File: src/rtl/register_file_4x24.sv
// Four-entry register file with one write port and two independently enabled, registered read ports.
// Optional REGFILE_BYPASS_EN forwards same-cycle write data to a colliding read.
module register_file_4x24 #(
  parameter int WIDTH = 24,
  parameter int NREGS = 4
) (
  input  logic             clk,
  input  logic             rst_n,
  input  logic             we,
  input  logic [1:0]       waddr,
  input  logic [WIDTH-1:0] wdata,
  input  logic             re_a,
  input  logic [1:0]       raddr_a,
  input  logic             re_b,
  input  logic [1:0]       raddr_b,
  output logic [WIDTH-1:0] rdata_a,
  output logic [WIDTH-1:0] rdata_b,
  output logic [3:0]       written
);

  logic [WIDTH-1:0] regs [NREGS];
  logic [WIDTH-1:0] rd_a_next;
  logic [WIDTH-1:0] rd_b_next;

  always_comb begin
    rd_a_next = regs[raddr_a];
    rd_b_next = regs[raddr_b];
`ifdef REGFILE_BYPASS_EN
    // a write landing on the same index this edge wins over the stored value
    if (we && (waddr == raddr_a)) rd_a_next = wdata;
    if (we && (waddr == raddr_b)) rd_b_next = wdata;
`endif
  end

  always_ff @(posedge clk) begin
    if (!rst_n) begin
      for (int unsigned i = 0; i < NREGS; i++) regs[i] <= '0;
      written <= '0;
    end else if (we) begin
      regs[waddr]    <= wdata;
      written[waddr] <= 1'b1;
    end
  end

  always_ff @(posedge clk) begin
    if (!rst_n) begin
      rdata_a <= '0;
      rdata_b <= '0;
    end else begin
      if (re_a) rdata_a <= rd_a_next;
      if (re_b) rdata_b <= rd_b_next;
    end
  end

endmodule

File: config.mk
export PLATFORM = sky130hd
export DESIGN_NAME = register_file_4x24
export DESIGN_NICKNAME = d
export VERILOG_FILES = /design/src/rtl/register_file_4x24.sv
export SDC_FILE = /design/constraint.sdc
export NUM_CORES = 1
export LEC_CHECK = 0
export CORE_ASPECT_RATIO = 1.2
export CORE_MARGIN = 8
export CORE_UTILIZATION = 50
export DETAILED_ROUTE_END_ITERATION = 8
export DONT_BUFFER_PORTS = 1
export SYNTH_ARGS = -nofsm -noshare
export SYNTH_HDL_FRONTEND = slang
export SYNTH_SLANG_ARGS = --single-unit
File: constraint.sdc
create_clock -name clk -period 4.6 [get_ports clk]
set_clock_uncertainty 0.2 [all_clocks]
set_input_delay 0.69 -clock clk [delete_from_list [all_inputs] [get_ports clk]]
set_output_delay 0.69 -clock clk [all_outputs]
set_load 0.005 [all_outputs]
# Word level (Yosys, flattened, before mapping)
# Memories as Yosys holds them, arrays and structs flattened. A register that Yosys moved wholly into a read port is not among the register bits.
# Index checks and enable logic that the tools add are counted.
# classes
n_lt_le_gt_ge	2
mux	9
multipliers	0
div_mod_pow	0
add_sub_neg	0
n_reduce_logical	4
bitwise	1
shift	0
eq_ne	0
# ops
operator	n
24-bit 2-to-1 mux	1
24-bit OR reduction	1
1-bit 2-to-1 mux	6
4-bit bitwise OR	1
2-bit by 3-bit less-than comparator with 1-bit output, second input constant	1
1-bit demux with 2-bit select	1
2-bit by 1-bit greater-or-equal comparator with 1-bit output, second input constant	1
1-bit zero test	2
2-bit 2-to-1 mux	1
1-bit logical AND	1
# totals
wordCells	18
in_bits	35
memories	1
regBits	4
latchBits	0
ramBits	96
romBits	0
# memory_table
name	depth	width	rd	rd_clocked_by_memory_dff	write_ports	line_no	source
regs	4	24	2	2	4	21	logic [WIDTH-1:0] regs [NREGS];

# Longest topological paths before layout
# depth
depth_word	5
depth_mapped	5

# Worst setup path before layout
# Ideal clock, no wire load.
# synth_timing
path_kind	input port to flip-flop
startpoint	in waddr[1]
endpoint	mem regs[1][0], enable pin
n_path_buf	1
path_slack_ns	2.331
arrival_ns	1.685
cell_stages	3
setup_time_ns	0.384
required_time_ns	4.016
path_cell_list	and4b_1 -> buf_2 -> nand2b_1
# synth_rtl
element	line_no	source
start: declaration	10	input logic [1:0] waddr,
end: declaration	21	

==> run summary <==
Reported net switching power: 715 uW. The maximum count of clock buffers along a single path was 2. The clock network accounts for 44.7% of the total power. When the netlist entered floorplanning its net count stood at 531. Cell internal power was estimated by the tool at 2.52 mW. For this run, the leading register cell type out of synthesis is sky130_fd_sc_hd__edfxtp_1. STA classifies the critical path endpoint as a flip-flop. The run gives 22 as the number of distinct library cells after synthesis. For this run, design rule violations remaining after detail routing come to 0. Die height: 145 um. The number of clock buffers added by TritonCTS is 17.

TritonCTS built the clock tree. Pin placement for this block handled 87 I/O pins. The setup total negative slack is 0 ns. The count of hold-fix buffers inserted at cts came out at 0.

In this run the worst path has a maximum fanout of 26. Summed over all cells, the static leakage comes to 2.90 nW. At the worst endpoint, the required time is 4.51 ns. The commonest cells after synthesis are 96 x sky130_fd_sc_hd__edfxtp_1, 96 x sky130_fd_sc_hd__mux2i_1, 72 x sky130_fd_sc_hd__and2_1.

Once detailed placement completed, the half-perimeter wirelength came to 9480 um. The first global-routing pass estimated 25500 um of wire. For the finished layout, the period the worst path requires is 2.21 ns. Setup repair after global routing left no endpoint under its margin.

Final hold violation count: 0. After layout, the worst setup slack is 2.39 ns. The synthesized design devotes to its leading area cell type 41.3% of total area. For the final standard cell count with taps included and fillers excluded, the log shows 662. The clock root buffer master is sky130_fd_sc_hd__clkbuf_16. The count of buffers inserted at the top-level ports works out to 0. Category of the critical setup timing path: in -> reg. The setup-violating endpoint count in the final report was 0; the total design power was 3.24 mW. The clock slew at the register clock pins of the worst setup and hold paths works out to 0.06 ns. The first detailed-routing pass took 4 iterations. STA puts the critical path data arrival time at 2.12 ns.

Entering global routing, the biggest net connects 88 pins. Across the run, the number of max-cap violations was 0. The sequential cell fraction of total power is 49.0%, and the count of flip-flops with a built-in enable after synthesis is 96.

Once the floorplan was initialized, standard cells occupied 51.0% of the core. For the worst slack after detailed placement, the log shows 1.95 ns. After the last flow step, the layout net total stands at 513.

Counting every instance in the synthesized netlist gives 496. The worst pin sits at a relative slew slack of 30.7%. The number of rows in the core area came out at 47. The detail route stage leaves a number of antenna-violating nets equal to 0. The flow ran to the end, and the final reports show no timing, DRC or antenna violations.

For the vias after detailed routing, the log shows 4028. Cells with a size suffix above 1 make up 16.5% of the layout. The residual overflow from global routing was 0; the routed wire length was 16600 um. The initial antenna violation count is 0, and the mean cell area of the mapped netlist is 14.1 um^2. The run gives 0.0180 mm^2 as the die outline area.

Of all cell types, the one taking the most synthesized area is sky130_fd_sc_hd__edfxtp_1. Type of origin of the critical path: an input pin. After detailed routing, the average wire length per cell comes to 25.1 um. Area of the core region: 0.0137 mm^2. The actual slew at the worst max-slew pin was 1.04 ns. Once placement completed, the tool counted placed cells totaling 630.

At the later pin of the worst-skew pair, clock insertion delay measures 0.41 ns. For the number of global-route vias before repair, the log shows 4311. The clock drives 148 sinks. The run gives 0 as the number of warning messages in the yosys log. Dividing total power by cell area gives a power density of 429 mW/mm^2.

0 antenna diodes ended up in the layout. Once the clock tree was built, the resizer swapped 0 gates to a different size. The number of synthesized register bits was 148. The run gives 0.243 mV as the highest ir drop seen on vdd.

The path class of the tightest hold or removal check is in -> reg. The sequential cell area fraction in the yosys report was 56.2%. After synthesis, the share of flip-flops with an asynchronous set or reset is 0%. Final worst-path cycle share: 48.0%. The worst reg-to-reg setup slack came out at 3.49 ns. The run gives 0.00698 mm^2 as the mapped cell area.

The floorplan die width is 124 um. The routed via count divided by cell count is 6.08. The synthesis-to-layout area growth was 8.05%. Ranked by total cell area, the synthesized netlist is headed by sky130_fd_sc_hd__edfxtp_1 41%, sky130_fd_sc_hd__dfxtp_1 15%, sky130_fd_sc_hd__mux2i_1 14%. The post-CTS setup-driven buffer insertion count is 0, and the final number of max-transition violations is 0. At the end of routability-driven placement, the weighted congestion stood at 0.731. The deepest level of the CTS H-tree is 4.

Net switching is 22.1% of the power. Timing would allow up to 453 MHz. The share of total power dissipated in combinational logic is 6.3%.

The tools report the global routing usage summed across all routing layers as 19.0%. The detailed router finished its first iteration with 247 violations.
==> power groups by stage <==
stage / sequential, mW / combinational (mW) / clock [mW]
floorplan: 1.59 / 0.210 / 0
global placement: 1.62 / 0.201 / 0
detailed placement: 1.62 / 0.204 / 0
CTS: 1.59 / 0.206 / 1.47
global route: 1.60 / 0.222 / 1.52
finish: 1.59 / 0.203 / 1.45
==> kinds of logic (layout without fill, tap and decap cells) <==
group / count (synthesis) / after routing / synth area share (%)
DFF: 148 / 148 / 56.2
buffers and inverters: 44 / 39 / 4.53
AOI/OAI and AO/OA: 52 / 52 / 10.0
muxes: 96 / 96 / 13.8
and+or+nand+nor: 156 / 156 / 15.5
==> metal layers <==
layer  GRT usage, %  wire length, um  up-vias  part of all wire [%]
met4           8.87              356        0                   2.1
li1               -                -     1860                     -
met3           5.24             1200       23                   7.2
met1           22.5             6670     2020                    40
met5              0                0        -                     0
met2           31.0             8390      125                    50
==> critical path, cell delays in order <==
cell and delay, ns:
sky130_fd_sc_hd__and4b_1 0.22, sky130_fd_sc_hd__buf_4 0.25, sky130_fd_sc_hd__nand2b_1 0.59, sky130_fd_sc_hd__buf_4 0.34
==> per-stage QoR <==
stage | hold WS [ns] | instance area, um^2 | util, %
2_1_floorplan | 0.241 | 6980 | -
3_3_place_gp | 0.270 | 6930 | 50.6
3_5_place_dp | 0.278 | 6930 | 50.6
4_1_cts | 0.186 | 7540 | 55.1
5_1_grt | 0.190 | 7540 | 55.1
6_report | 0.230 | 7540 | 55.1
==> state kept, by name (all words and copies together) (netlist names) <==
signal and flops:
written 4, rdata_b 24, rdata_a 24, regs 96
==> worst paths after layout <==
check,from,endpoint,cells past startpoint
worst max-delay path,waddr[0],regs[2][8]$_SDFFCE_PN0P_,4
worst min-delay path,rst_n,rdata_b[18]$_SDFFE_PN0P_,2
worst min register to register,written[3]$_SDFFE_PN0P_,written[3]$_SDFFE_PN0P_,2
worst max register to register,regs[2][10]$_SDFFCE_PN0P_,rdata_b[10]$_SDFFE_PN0P_,2
==> cell type report <==
class                           count  area (um^2)
Clock buffer                       18          429
Inverter                            1         3.75
Multi-Input combinational cell    304         2740
Sequential cell                   148         3920
Clock inverter                     14          186
Fill cell                        1123         6160
Tap cell                          171          214
Timing Repair Buffer                6         45.0
==> placed cells by master, fill, tap and decap left out, drive strengths merged <==
master | Yosys | layout
clkbuf | 4 | 18
edfxtp | 96 | 96
and4b | 2 | 2
nand2b | 3 | 3
o221ai | 48 | 48
dfxtp | 52 | 52
clkinv | 0 | 6
and3 | 24 | 24
and2 | 72 | 72
inv | 1 | 1
and4bb | 1 | 1
mux2i | 96 | 96
buf | 39 | 6
bufinv | 0 | 4
nand3b | 50 | 50
nand2 | 1 | 1
a21o | 3 | 3
clkinvlp | 0 | 4
a21boi | 1 | 1
nand3 | 3 | 3
(Power assumes the default switching activity.)
